===== src/rtl/sram_pp_pkg.sv =====
// Shared types and constants for the ping-pong SRAM arbiter.
// Bank FSM states, bank indices and access direction encoding.
package sram_pp_pkg;

  typedef enum logic [1:0] {
    ST_IDLE   = 2'd0,
    ST_ACCESS = 2'd1,
    ST_DONE   = 2'd2
  } bank_state_e;

  localparam logic BANK0     = 1'b0;
  localparam logic BANK1     = 1'b1;

  localparam logic DIR_READ  = 1'b0;
  localparam logic DIR_WRITE = 1'b1;

endpackage


===== src/rtl/sram_bank_port.sv =====
// One async-SRAM bank port: IDLE -> ACCESS (ACC_CYC cycles) -> DONE -> IDLE.
// Strobes are registered from the next state so they never glitch.
module sram_bank_port
  import sram_pp_pkg::*;
#(
  parameter int ADDR_W  = 20,
  parameter int DATA_W  = 16,
  parameter int ACC_CYC = 2
) (
  input  logic              clk,
  input  logic              rst,
  input  logic              start,
  input  logic              start_dir,
  input  logic [ADDR_W-1:0] start_addr,
  input  logic [DATA_W-1:0] start_data,
  output logic              idle,
  output logic              finish_s,
  output logic              dir,
  output logic [ADDR_W-1:0] sram_addr,
  output logic [DATA_W-1:0] sram_dq_out,
  output logic              sram_dq_oe,
  output logic              sram_ce_n,
  output logic              sram_we_n,
  output logic              sram_oe_n
);

  localparam int CNT_W = (ACC_CYC > 1) ? $clog2(ACC_CYC) : 1;
  localparam logic [CNT_W-1:0] CNT_LAST = CNT_W'(ACC_CYC - 1);

  bank_state_e      state_r, state_nxt_s;
  logic [CNT_W-1:0] cnt_r, cnt_nxt_s;
  logic             dir_r, dir_nxt_s;

  assign idle = (state_r == ST_IDLE);
  assign dir  = dir_r;

  // State, cycle counter and direction registers
  always_ff @(posedge clk or posedge rst) begin
    if (rst) begin
      state_r <= ST_IDLE;
      cnt_r   <= '0;
      dir_r   <= DIR_READ;
    end else begin
      state_r <= state_nxt_s;
      cnt_r   <= cnt_nxt_s;
      dir_r   <= dir_nxt_s;
    end
  end

  // Next-state logic; finish_s flags the last ACCESS cycle
  always_comb begin
    state_nxt_s = state_r;
    cnt_nxt_s   = cnt_r;
    dir_nxt_s   = dir_r;
    finish_s    = 1'b0;
    case (state_r)
      ST_IDLE: begin
        if (start) begin
          state_nxt_s = ST_ACCESS;
          cnt_nxt_s   = '0;
          dir_nxt_s   = start_dir;
        end else begin
          state_nxt_s = ST_IDLE;
        end
      end
      ST_ACCESS: begin
        if (cnt_r == CNT_LAST) begin
          state_nxt_s = ST_DONE;
          finish_s    = 1'b1;
        end else begin
          cnt_nxt_s   = cnt_r + CNT_W'(1);
        end
      end
      ST_DONE:  state_nxt_s = ST_IDLE;
      default:  state_nxt_s = ST_IDLE;
    endcase
  end

  // Address/data latch at grant and strobes derived from the next state
  always_ff @(posedge clk or posedge rst) begin
    if (rst) begin
      sram_addr   <= '0;
      sram_dq_out <= '0;
      sram_dq_oe  <= 1'b0;
      sram_ce_n   <= 1'b1;
      sram_we_n   <= 1'b1;
      sram_oe_n   <= 1'b1;
    end else begin
      if (state_r == ST_IDLE && start) begin
        sram_addr   <= start_addr;
        sram_dq_out <= start_data;
      end
      sram_ce_n  <= (state_nxt_s != ST_ACCESS);
      sram_we_n  <= !(state_nxt_s == ST_ACCESS && dir_nxt_s == DIR_WRITE);
      sram_oe_n  <= !(state_nxt_s == ST_ACCESS && dir_nxt_s == DIR_READ);
      sram_dq_oe <= (state_nxt_s == ST_ACCESS && dir_nxt_s == DIR_WRITE);
    end
  end

endmodule


===== src/rtl/sram_pingpong_arbiter.sv =====
// Ping-pong SRAM frame store: one writer on the write bank, NUM_RD round-robin
// readers on the display bank, frame-synchronous bank swap with freeze.
module sram_pingpong_arbiter
  import sram_pp_pkg::*;
#(
  parameter int ADDR_W  = 20,
  parameter int DATA_W  = 16,
  parameter int NUM_RD  = 2,
  parameter int ACC_CYC = 2
) (
  input  logic                     clk,
  input  logic                     rst,
  input  logic                     wr_req,
  input  logic [ADDR_W-1:0]        wr_addr,
  input  logic [DATA_W-1:0]        wr_data,
  output logic                     wr_ack,
  input  logic                     wr_frame_end,
  input  logic                     freeze,
  input  logic [NUM_RD-1:0]        rd_req,
  input  logic [NUM_RD*ADDR_W-1:0] rd_addr,
  output logic [NUM_RD-1:0]        rd_ack,
  output logic [DATA_W-1:0]        rd_data,
  output logic                     disp_bank,
  output logic                     swap_pending,
  output logic [ADDR_W-1:0]        sram0_addr,
  output logic [DATA_W-1:0]        sram0_dq_out,
  input  logic [DATA_W-1:0]        sram0_dq_in,
  output logic                     sram0_dq_oe,
  output logic                     sram0_ce_n,
  output logic                     sram0_we_n,
  output logic                     sram0_oe_n,
  output logic [ADDR_W-1:0]        sram1_addr,
  output logic [DATA_W-1:0]        sram1_dq_out,
  input  logic [DATA_W-1:0]        sram1_dq_in,
  output logic                     sram1_dq_oe,
  output logic                     sram1_ce_n,
  output logic                     sram1_we_n,
  output logic                     sram1_oe_n
);

  localparam int PTR_W = (NUM_RD > 1) ? $clog2(NUM_RD) : 1;

  // Lowest requesting index strictly after ptr, wrapping; MSB = any found
  function automatic logic [PTR_W:0] rr_pick(input logic [PTR_W-1:0] ptr,
                                             input logic [NUM_RD-1:0] req);
    logic             found;
    logic [PTR_W-1:0] idx;
    int               cand;
    found = 1'b0;
    idx   = '0;
    for (int k = 1; k <= NUM_RD; k++) begin
      cand = (int'(ptr) + k) % NUM_RD;
      if (!found && req[cand]) begin
        found = 1'b1;
        idx   = PTR_W'(cand);
      end
    end
    return {found, idx};
  endfunction

  logic [PTR_W-1:0]  ptr_r;
  logic [PTR_W:0]    pick_s;
  logic [PTR_W-1:0]  rd_idx_s;
  logic [ADDR_W-1:0] rd_addr_sel_s;
  logic              rd_go_s, wr_go_s, swap_go_s, rd_fin_s, wr_fin_s;
  logic [1:0]        idle_s, fin_s, dir_s, start_s, start_dir_s;
  logic [ADDR_W-1:0] start_addr_s [2];
  logic [DATA_W-1:0] start_data_s [2];

  // Arbitration, swap eligibility and routing of grants to the two banks
  always_comb begin
    swap_go_s     = swap_pending & ~freeze & idle_s[0] & idle_s[1];
    pick_s        = rr_pick(ptr_r, rd_req);
    rd_idx_s      = pick_s[PTR_W-1:0];
    rd_addr_sel_s = rd_addr[rd_idx_s*ADDR_W +: ADDR_W];
    rd_go_s       = pick_s[PTR_W] & idle_s[disp_bank] & ~swap_go_s;
    wr_go_s       = wr_req & idle_s[~disp_bank] & ~swap_go_s;
    wr_fin_s      = (fin_s[0] & (dir_s[0] == DIR_WRITE)) | (fin_s[1] & (dir_s[1] == DIR_WRITE));
    rd_fin_s      = (fin_s[0] & (dir_s[0] == DIR_READ))  | (fin_s[1] & (dir_s[1] == DIR_READ));
    if (disp_bank == BANK0) begin
      start_s         = {wr_go_s, rd_go_s};
      start_dir_s     = {DIR_WRITE, DIR_READ};
      start_addr_s[0] = rd_addr_sel_s;
      start_addr_s[1] = wr_addr;
      start_data_s[0] = '0;
      start_data_s[1] = wr_data;
    end else begin
      start_s         = {rd_go_s, wr_go_s};
      start_dir_s     = {DIR_READ, DIR_WRITE};
      start_addr_s[0] = wr_addr;
      start_addr_s[1] = rd_addr_sel_s;
      start_data_s[0] = wr_data;
      start_data_s[1] = '0;
    end
  end

  // Bank mapping, swap request, RR pointer and client-facing completion
  always_ff @(posedge clk or posedge rst) begin
    if (rst) begin
      disp_bank    <= BANK0;
      swap_pending <= 1'b0;
      ptr_r        <= PTR_W'(NUM_RD - 1);
      wr_ack       <= 1'b0;
      rd_ack       <= '0;
      rd_data      <= '0;
    end else begin
      if (swap_go_s) begin
        disp_bank    <= ~disp_bank;
        swap_pending <= 1'b0;
      end else if (wr_frame_end) begin
        swap_pending <= 1'b1;
      end
      if (rd_go_s) begin
        ptr_r <= rd_idx_s;
      end
      // ptr_r still names the owner of the in-flight read
      wr_ack <= wr_fin_s;
      rd_ack <= rd_fin_s ? (NUM_RD'(1'b1) << ptr_r) : '0;
      if (fin_s[0] && dir_s[0] == DIR_READ) begin
        rd_data <= sram0_dq_in;
      end else if (fin_s[1] && dir_s[1] == DIR_READ) begin
        rd_data <= sram1_dq_in;
      end
    end
  end

  sram_bank_port #(.ADDR_W(ADDR_W), .DATA_W(DATA_W), .ACC_CYC(ACC_CYC)) u_bank0 (
    .clk        (clk),
    .rst        (rst),
    .start      (start_s[0]),
    .start_dir  (start_dir_s[0]),
    .start_addr (start_addr_s[0]),
    .start_data (start_data_s[0]),
    .idle       (idle_s[0]),
    .finish_s   (fin_s[0]),
    .dir        (dir_s[0]),
    .sram_addr  (sram0_addr),
    .sram_dq_out(sram0_dq_out),
    .sram_dq_oe (sram0_dq_oe),
    .sram_ce_n  (sram0_ce_n),
    .sram_we_n  (sram0_we_n),
    .sram_oe_n  (sram0_oe_n)
  );

  sram_bank_port #(.ADDR_W(ADDR_W), .DATA_W(DATA_W), .ACC_CYC(ACC_CYC)) u_bank1 (
    .clk        (clk),
    .rst        (rst),
    .start      (start_s[1]),
    .start_dir  (start_dir_s[1]),
    .start_addr (start_addr_s[1]),
    .start_data (start_data_s[1]),
    .idle       (idle_s[1]),
    .finish_s   (fin_s[1]),
    .dir        (dir_s[1]),
    .sram_addr  (sram1_addr),
    .sram_dq_out(sram1_dq_out),
    .sram_dq_oe (sram1_dq_oe),
    .sram_ce_n  (sram1_ce_n),
    .sram_we_n  (sram1_we_n),
    .sram_oe_n  (sram1_oe_n)
  );

endmodule


===== config.mk =====
export PLATFORM = sky130hd
export DESIGN_NAME = sram_pingpong_arbiter
export DESIGN_NICKNAME = d
export VERILOG_FILES = /design/src/rtl/sram_pp_pkg.sv /design/src/rtl/sram_bank_port.sv /design/src/rtl/sram_pingpong_arbiter.sv
export SDC_FILE = /design/constraint.sdc
export NUM_CORES = 1
export LEC_CHECK = 0
export BUFFER_PORTS_ARGS = -buffer_cell sky130_fd_sc_hd__buf_4
export CORE_UTILIZATION = 45
export CTS_BUF_LIST = sky130_fd_sc_hd__clkbuf_8
export CTS_CLUSTER_DIAMETER = 200
export DETAILED_ROUTE_END_ITERATION = 12
export HOLD_SLACK_MARGIN = 0.12
export PLACE_DENSITY = 0.77
export SKIP_CTS_REPAIR_TIMING = 1
export SKIP_LAST_GASP = 1
export SYNTH_ARGS = -nofsm -noshare
export SYNTH_HDL_FRONTEND = slang
export SYNTH_SLANG_ARGS = --single-unit

===== constraint.sdc =====
create_clock -name clk -period 3 [get_ports clk]
set_input_delay 0.15 -clock clk [delete_from_list [all_inputs] [get_ports clk]]
set_output_delay 0.15 -clock clk [all_outputs]
set_load 0.02 [all_outputs]

==> reports/summary.txt, run 1 <==
Initial antenna violation count - 0
CP endpoint kind - flip-flop
Sequential area share after synthesis - 52.9%
Gate power share - 56.4%
R2R cell count - 5
Final setup vio count - 0
Die Y - 110 um
Fmax - 395 MHz
I/O pin total - 216
Final GP Congestion - 0.817
Worst setup SP type - flip-flop
# diodes - 0
Max clock buf depth - 2
Pwr/cell area - 1080 nW/um^2
Mean Syn Cell Area - 10.6 um^2
Vias in the first global route - 4,412
Crit. path cell count - 5
Clk_skew - 0.00622 ns
WP data arrival - 2.78 ns
WHS Path Cells - 3
Slew at the pin closest to its max-slew limit - 0.993 ns
CTS root buf - clkbuf_8
Clock power frac - 10.7%
Cells after Synth - 491
Total wire length - 14,300 um
Register share of total power - 32.9%
RSZ-0062 raised after global routing - no
Status - finished clean
Filler instances - 823
Slew Viols, Final - 0
Design area - 7570 um^2
PortBufs - 215
H-tree Lvls - 3
Peak supply drop - 0.000557 V
GRT Residual Overflow - 0
Worst-path clk slew - 0.09 ns
Routed via count - 4,645
Sw Pwr - 3.49 mW
Setup TNS - 0 ns
Initial core utilization - 47.1%
Distinct cells, synth - 40
Clk Latency, worst-skew pair - 0.36 ns
DRT antenna net count - 0
Tmin final - 2.53 ns
Delay-heaviest family, CP - simple AND/OR/NAND/NOR gates
Synthesis-to-finish area growth - 45.0%
Largest net degree at the start of global routing - 74
CTS tree - built
HP Class - input port to flip-flop
First-pass GRT wire length - 20,600 um
Die area - 12,000 um^2
Inst Count DP - 820
Worst-path maximum fanout - 17
Leak - 3.86 nW
DR pass1 iterations - 4
Initial drt markers - 210
DRC viols - 0
Core Box Area - 11,100 um^2
Relative slew slack - 33.7%
Critical path type - flip-flop to flip-flop
Mapped cell area - 5220 um^2
Synth warn - 0
CP max stage delay - 0.75 ns
Fin crit share - 84.4%
CP bufs+invs - 1
CP Cell Sequence - and3b_1 > and2b_1 > mux2i_1 > o21ai_0 > dlygate4sd3_1
Max cap viols - 0
CTS Sinks - 110
Placed inst area - 6930 um^2
Ratio of cells with drive above 1 in the final layout - 34.4%
Routed wire per std cell - 16.2 um
Slowest stage cell, crit path - and2b_1
Sw Ratio - 42.5%
Detail Placement HPWL - 9710 um
Synthesized Nets - 606
Worst path required time - 3.25 ns
Non-Filler Instances - 881
Die W - 110 um
Gr usage total - 22.5%
Num rows - 38
Vias per cell - 5.27
Int Pwr - 4.72 mW
Layout Nets - 851
TritonCTS Buffers - 9
#FFs+latches synth - 110
Final Hold Viols - 0
-- placed cells by master, fill, tap and decap left out, types with 2 or more instances in the layout --
cell	n
buf_4	222
dfrtp_1	102
nand2_1	54
mux2i_1	52
dlygate4sd3_1	45
a21o_1	40
nand2b_1	39
o21ai_0	35
nor2_1	28
inv_1	25
a211oi_1	20
a32o_1	20
clkbuf_8	10
dfstp_2	7
a21oi_1	5
clkinvlp_4	3
nor3_1	2
a22oi_1	2
nor2_2	2
a31oi_1	2
o21a_1	2
a22o_1	2
buf_12	2
-- cell usage after synthesis --
cell | count | area, um^2
a211oi_1 | 20 | 150
a21boi_1 | 1 | 7.51
a21o_1 | 40 | 300
a21oi_1 | 5 | 25.0
a22o_1 | 2 | 17.5
a22oi_1 | 2 | 15.0
a2bb2oi_1 | 1 | 8.76
a31oi_1 | 2 | 12.5
a32o_1 | 20 | 200
a41oi_1 | 1 | 8.76
and2_0 | 1 | 6.26
and2b_1 | 1 | 7.51
and3b_1 | 1 | 8.76
buf_2 | 10 | 50.1
buf_4 | 4 | 30.0
buf_6 | 5 | 56.3
clkbuf_1 | 15 | 56.3
clkbuf_2 | 1 | 5.00
dfrtp_1 | 103 | 2580
dfstp_2 | 7 | 184
inv_1 | 23 | 86.3
mux2_2 | 1 | 11.3
mux2i_1 | 52 | 521
nand2_1 | 54 | 203
nand2_4 | 1 | 11.3
nand2b_1 | 39 | 244
nand3b_1 | 1 | 7.51
nor2_1 | 30 | 113
nor2_4 | 1 | 11.3
nor2b_1 | 1 | 6.26
nor3_1 | 2 | 10.0
nor4b_2 | 1 | 15.0
o2111ai_4 | 1 | 26.3
o21a_1 | 2 | 15.0
o21ai_0 | 35 | 175
o31a_1 | 1 | 8.76
or2_1 | 1 | 6.26
or2_2 | 1 | 6.26
or3b_1 | 1 | 8.76
xnor2_1 | 1 | 8.76
-- worst reg2reg max path, stage by stage, from the launching register on --
cell           delay (ns)
dfrtp_1              0.42
and3b_1              0.26
and2b_1              0.75
mux2i_1              0.29
o21ai_0              0.11
dlygate4sd3_1        0.58
-- flip-flops by register name (all words and copies together) (netlist names) --
register / count
u_bank0.sram_oe_n: 1
u_bank0.sram_dq_oe: 1
u_bank1.sram_ce_n: 1
u_bank1.dir: 1
u_bank1.state_r: 2
u_bank0.sram_dq_out: 16
u_bank1.sram_addr: 20
u_bank0.dir: 1
u_bank0.sram_addr: 20
u_bank1.sram_we_n: 1
u_bank0.state_r: 2
u_bank1.sram_dq_out: 16
disp_bank: 1
rd_ack: 2
u_bank1.sram_dq_oe: 1
u_bank0.sram_we_n: 1
swap_pending: 1
u_bank0.cnt_r: 1
u_bank1.sram_oe_n: 1
wr_ack: 1
ptr_r: 1
rd_data: 16
u_bank0.sram_ce_n: 1
u_bank1.cnt_r: 1
-- per-layer routing --
metal	global-route usage, %	part of all wire (%)	vias up
met4	10.6	2.2	0
met1	26.9	41	2255
met2	38.8	51	164
met3	4.68	6.2	26
li1	-	-	2200
met5	0	0	-
-- power by group through the flow --
stage | registers [mW] | logic [mW] | clock network [mW]
5_1_grt | 2.79 | 5.02 | 0.970
2_1_floorplan | 3.33 | 2.23 | 0
4_1_cts | 2.70 | 4.45 | 0.904
3_3_place_gp | 2.69 | 4.31 | 0
3_5_place_dp | 2.72 | 4.45 | 0
6_report | 2.70 | 4.63 | 0.876
-- logic make-up (layout without fill, tap and decap cells) --
| kind of cell | Yosys count | in the layout | synth area share [%] |
|---|---|---|---|
| AOI/OAI and AO/OA | 133 | 133 | 18.6 |
| xor gates and xnor gates | 1 | 1 | 0.168 |
| buffers and inverters | 58 | 308 | 5.44 |
| DFF | 110 | 110 | 52.9 |
| muxes | 53 | 53 | 10.2 |
| and+or+nand+nor | 136 | 136 | 12.7 |
-- area by class of cell --
cell class / count / area, um^2 / share of cell area, %
Sequential cell: 110 / 2760 / 36.5
Clock buffer: 10 / 138 / 1.82
Tap cell: 140 / 175 / 2.31
Clock inverter: 6 / 56.3 / 0.744
Timing Repair Buffer: 269 / 2160 / 28.5
Multi-Input combinational cell: 323 / 2190 / 29.0
Inverter: 23 / 90.1 / 1.19
-- path summary, 6_finish.rpt --
kind                                       start                      end  slack, ns
setup / recovery              u_bank1.state_r[1]               rd_data[1]       0.47
hold / removal                   sram1_dq_in[15]              rd_data[15]       0.09
setup reg to reg              u_bank1.state_r[1]               rd_data[1]       0.47
hold reg to reg            u_bank1.sram_addr[18]    u_bank1.sram_addr[18]       0.49
max in group asynchronous                    rst        u_bank1.sram_we_n       1.69
min in group asynchronous                    rst  u_bank0.sram_dq_out[10]       0.51
-- through the flow --
stage | total power, mW | utilization [%] | setup slack, ns | hold slack (ns)
floorplan | 5.56 | - | 1.44 | 0.246
global placement | 7.01 | 62.5 | 0.924 | 0.355
detailed placement | 7.17 | 62.5 | 0.865 | 0.359
CTS | 8.06 | 64.3 | 0.862 | -0.0426
global route | 8.78 | 68.3 | 0.330 | 0.0870
finish | 8.21 | 68.3 | 0.467 | 0.0880
Power figures use the tool's default switching activity.
==> run 2, diff against run 1 <==
--- a/config.mk
+++ b/config.mk
@@ -6,12 +6,12 @@
 export NUM_CORES = 1
 export LEC_CHECK = 0
 export BUFFER_PORTS_ARGS = -buffer_cell sky130_fd_sc_hd__buf_4
-export CORE_UTILIZATION = 45
+export CORE_UTILIZATION = 50
 export CTS_BUF_LIST = sky130_fd_sc_hd__clkbuf_8
 export CTS_CLUSTER_DIAMETER = 200
 export DETAILED_ROUTE_END_ITERATION = 12
 export HOLD_SLACK_MARGIN = 0.12
-export PLACE_DENSITY = 0.77
+export PLACE_DENSITY = 0.81
 export SKIP_CTS_REPAIR_TIMING = 1
 export SKIP_LAST_GASP = 1
 export SYNTH_ARGS = -nofsm -noshare
==> constraint.sdc (replaced) <==
create_clock -name clk -period 2.6 [get_ports clk]
set_input_delay 0.13 -clock clk [delete_from_list [all_inputs] [get_ports clk]]
set_output_delay 0.13 -clock clk [all_outputs]
set_load 0.02 [all_outputs]
==> run 2 against run 1 <==
Clock power rose by 43%. First-iteration DRC count fell by 21%. Die area fell by 9.8%. Sequential cell count did not move. Global-route usage increased by 2.9 points. Sequential power grew 13%. Via count up 2.6%.
==> reports/summary.txt, run 2 (synthesized netlist as in run 1, its figures left out) <==
# diodes - 0
PortBufs - 215
DRC viols - 0
Worst-path maximum fanout - 24
Tmin final - 2.21 ns
Worst-path clk slew - 0.11 ns
Synthesis-to-finish area growth - 46.8%
Peak supply drop - 0.000879 V
Initial drt markers - 165
Non-Filler Instances - 879
I/O pin total - 216
Worst setup SP type - flip-flop
Setup TNS - 0 ns
Initial core utilization - 52.5%
First-pass GRT wire length - 22,100 um
Detail Placement HPWL - 9750 um
Largest net degree at the start of global routing - 111
Slew at the pin closest to its max-slew limit - 1.32 ns
Initial antenna violation count - 0
RSZ-0062 raised after global routing - no
Status - finished clean
TritonCTS Buffers - 9
Inst Count DP - 814
H-tree Lvls - 3
Fin crit share - 85.0%
Total wire length - 14,900 um
Die Y - 104 um
HP Class - input port to flip-flop
Final GP Congestion - 0.812
Filler instances - 657
Fmax - 453 MHz
Critical path type - flip-flop to flip-flop
WP data arrival - 2.47 ns
Ratio of cells with drive above 1 in the final layout - 34.6%
Final setup vio count - 0
Max cap viols - 0
Routed wire per std cell - 17.0 um
Max clock buf depth - 2
Vias in the first global route - 4,594
Final Hold Viols - 0
Die area - 10,900 um^2
CTS root buf - clkbuf_8
Slew Viols, Final - 0
CTS tree - built
Most frequent cells in the layout - buf_4 (223), dfrtp_1 (102), nand2_1 (54)
Leak - 3.91 nW
Core Box Area - 9950 um^2
Clk Latency, worst-skew pair - 0.36 ns
Routed via count - 4,764
Relative slew slack - 12.0%
Layout Nets - 856
Pwr/cell area - 1280 nW/um^2
DRT antenna net count - 0
Num rows - 36
DR pass1 iterations - 4
Worst path required time - 2.86 ns
Die W - 104 um
Largest registers - u_bank0.sram_addr: 20 flops, u_bank1.sram_addr: 20 flops
Gr usage total - 25.5%
Vias per cell - 5.42
Clk_skew - 0.0154 ns
Commonest non-fill, non-tap cell in the layout - buf_4
CTS Sinks - 110
GRT Residual Overflow - 0
CP endpoint kind - flip-flop
## run 2: cell types whose count changed in the layout (fill, tap and decap cells not counted)
cell and change:
inv_1 -3, nor2_2 -1, inv_8 +1, clkinv_4 +1, clkinvlp_4 -2, bufinv_16 +2, clkbuf_8 -1, buf_4 +1
inv_6 +2, dlygate4sd3_1 +4, nor2_1 +1
## run 2: layout make-up
class                   instances  area [um^2]  share of cell area (%)
clock buffers                   9          124                    1.62
clock inverters                 7          128                    1.67
inverters                      23         90.1                    1.18
multi-input cells             323         2190                    28.6
flip-flops and latches        110         2760                    36.0
well taps                     133          166                    2.17
repair buffers                274         2200                    28.8
## run 2: stage by stage
step / cell area (um^2) / util [%] / total power [mW] / hold slack [ns] / setup slack (ns)
after floorplan: 5230 / - / 6.42 / 0.226 / 1.04
after global routing: 7660 / 77.0 / 10.4 / 0.111 / 0.217
after detailed placement: 6920 / 69.5 / 8.29 / 0.345 / 0.726
after global placement: 6920 / 69.5 / 8.07 / 0.335 / 0.758
after CTS: 7170 / 72.1 / 9.54 / -0.0459 / 0.710
final: 7660 / 77.0 / 9.83 / 0.0854 / 0.391
## run 2: path summary, 6_finish.rpt
check,from,end,slack (ns),cells past startpoint
setup / recovery,u_bank0.state_r[1],rd_data[3],0.39,5
hold / removal,sram1_dq_in[8],rd_data[8],0.09,3
setup reg to reg,u_bank0.state_r[1],rd_data[3],0.39,5
hold reg to reg,u_bank1.sram_addr[10],u_bank1.sram_addr[10],0.49,1
max in group asynchronous,rst,u_bank0.sram_addr[2],1.66,4
min in group asynchronous,rst,u_bank1.sram_addr[4],0.45,4
## run 2: critical path: stages, from the launching register on
cell           delay [ns]
dfrtp_1              0.42
nand3b_1             0.18
nor2_1               0.46
buf_4                0.35
o21ai_0              0.13
dlygate4sd3_1        0.58
## run 2: power by group
group / total, mW / internal [mW] / switching, mW
combinational: 5.52 / 2.49 / 3.03
clock: 1.25 / 0.656 / 0.599
sequential: 3.06 / 2.55 / 0.505
## run 2: layer usage
layer / up-vias / GRT usage [%] / part of all wire [%]
met5: - / 0 / 0
met4: 0 / 11.2 / 4.2
met3: 45 / 3.70 / 4.1
met2: 181 / 44.5 / 52
met1: 2341 / 31.3 / 39
li1: 2197 / - / -
==> run 3, diff against run 2 <==
==> constraint.sdc (replaced) <==
create_clock -name clk -period 2.3 [get_ports clk]
set_input_delay 0.115 -clock clk [delete_from_list [all_inputs] [get_ports clk]]
set_output_delay 0.115 -clock clk [all_outputs]
set_load 0.02 [all_outputs]
==> run 3 against run 2 <==
Die area stayed put. Design area up 0.93%. Wire length increased by 1.8%. Clock power hardly changed.
==> reports/summary.txt, run 3 (synthesized netlist as in run 1, its figures left out) <==
Int Pwr - 6.16 mW
R2R cell count - 6
Relative slew slack - 59.0%
Fin crit share - 95.1%
Slew Viols, Final - 0
CP Cell Sequence - and3b_1 > and2b_1 > buf_4 > mux2i_1 > o21ai_0 > dlygate4sd3_1
CP endpoint kind - flip-flop
Critical path type - flip-flop to flip-flop
Clk_skew - 0.0149 ns
H-tree Lvls - 3
Largest net degree at the start of global routing - 63
Num rows - 36
Peak supply drop - 0.000727 V
Gate power share - 56.6%
Worst-path maximum fanout - 17
GRT Residual Overflow - 0
DR pass1 iterations - 5
Ratio of cells with drive above 1 in the final layout - 34.3%
Vias per cell - 5.41
CP max stage delay - 0.61 ns
Core Box Area - 9950 um^2
Die area - 10,900 um^2
Initial antenna violation count - 1
Die W - 104 um
Routed wire per std cell - 17.0 um
DRC viols - 0
Design area - 7740 um^2
Hold Path Sink - rd_data[4]
Synthesis-to-finish area growth - 48.2%
Initial core utilization - 52.5%
RR Endpoint - rd_data[12]
Final Hold Viols - 0
DRT antenna net count - 0
Delay-heaviest family, CP - buffers and inverters
CTS Sinks - 110
WP data arrival - 2.44 ns
Slew at the pin closest to its max-slew limit - 0.613 ns
Finished Core Util - 77.7%
First-pass GRT wire length - 21,300 um
Vias in the first global route - 4,349
Layout Nets - 869
Sw Ratio - 43.0%
Total Power - 10.8 mW
Leak - 3.94 nW
Initial drt markers - 242
Status - finished clean
Detail Placement HPWL - 9740 um
Worst path required time - 2.56 ns
Tmin final - 2.19 ns
Final setup vio count - 0
DP Worst Slack - 0.415 ns
PnR worst setup slack - 0.113 ns
PortBufs - 215
I/O pin total - 216
Gr usage total - 24.7%
WHS Path Cells - 3
Total wire length - 15,200 um
Reg-to-reg critical path startpoint - u_bank1.state_r[1]
TritonCTS Buffers - 9
Pwr/cell area - 1400 nW/um^2
Worst-path clk slew - 0.11 ns
Max cap viols - 0
Sw Pwr - 4.65 mW
Fmax - 457 MHz
Slowest stage cell, crit path - dlygate4sd3_1
Clk Latency, worst-skew pair - 0.37 ns
Placed inst area - 6930 um^2
CP bufs+invs - 2
Reg2reg setup slack - 0.11 ns
Commonest non-fill, non-tap cell in the layout - buf_4
CTS tree - built
Worst setup SP type - flip-flop
Final GP Congestion - 0.821
HP Class - input port to flip-flop
Hold path startpoint - sram1_dq_in[4]
CTS root buf - clkbuf_8
Largest registers - u_bank0.sram_addr: 20 flops, u_bank1.sram_addr: 20 flops
Routed via count - 4,829
Register share of total power - 32.0%
Setup TNS - 0 ns
Die Y - 104 um
Max clock buf depth - 2
Most frequent cells in the layout - buf_4 (227), dfrtp_1 (102), dlygate4sd3_1 (59)
Clock power frac - 11.4%
RSZ-0062 raised after global routing - no
## run 3: cell types whose count changed in the layout (fill, tap and decap cells not counted), sizes merged
cell         delta
bufinv          -2
buf             +3
inv             -2
clkinv          +1
dlygate4sd3    +10
clkinvlp        +1
clkbuf          +2
diode           +1
## run 3: power groups by stage
| stage | Combinational (mW) | Sequential (mW) | Clock (mW) |
|---|---|---|---|
| 5_1_grt | 6.54 | 3.57 | 1.32 |
| 3_3_place_gp | 5.69 | 3.43 | 0 |
| 6_report | 6.12 | 3.46 | 1.23 |
| 2_1_floorplan | 2.91 | 4.35 | 0 |
| 3_5_place_dp | 5.88 | 3.46 | 0 |
| 4_1_cts | 5.89 | 3.44 | 1.24 |
## run 3: per-stage QoR
step	hold WS (ns)	cells
floorplan	0.211	491
global placement	-0.00168	817
detailed placement	-0.000597	817
CTS	-0.415	833
global route	0.123	893
finish	0.106	893
## run 3: final cells by class
type / instances / area [um^2]
Clock inverter: 5 / 58.8
Tap cell: 133 / 166
Fill cell: 643 / 2220
Clock buffer: 11 / 151
Inverter: 23 / 90.1
Timing Repair Buffer: 287 / 2310
Multi-Input combinational cell: 323 / 2190
Sequential cell: 110 / 2760
Antenna cell: 1 / 2.50
## run 3: worst register-to-register path: stages, from the launching register on
cell and delay (ns):
dfrtp_1 0.42, and3b_1 0.27, and2b_1 0.14, buf_4 0.29, mux2i_1 0.26, o21ai_0 0.11
dlygate4sd3_1 0.61
## run 3: how the worst max path moves through the flow
stage / startpoint / endpoint / slack, ns / cells past startpoint
after floorplan: disp_bank / u_bank0.sram_addr[10] / 0.74 / 5
after global placement: u_bank0.state_r[1] / u_bank0.sram_addr[4] / 0.47 / 4
after detailed placement: u_bank0.state_r[1] / u_bank0.sram_addr[3] / 0.41 / 4
after CTS: u_bank0.state_r[0] / u_bank0.sram_addr[14] / 0.39 / 4
after global routing: u_bank1.state_r[1] / rd_data[12] / 0.03 / 6
final: u_bank1.state_r[1] / rd_data[12] / 0.11 / 6
## run 3: layer usage
metal / share of wire [%] / GRT usage, % / wire, um / vias to the layer above
met5: 0 / 0 / 0 / -
met3: 5.1 / 3.88 / 774 / 46
met4: 3.7 / 10.1 / 563 / 0
li1: - / - / - / 2229
met1: 39 / 30.2 / 5920 / 2346
met2: 52 / 43.3 / 7950 / 208
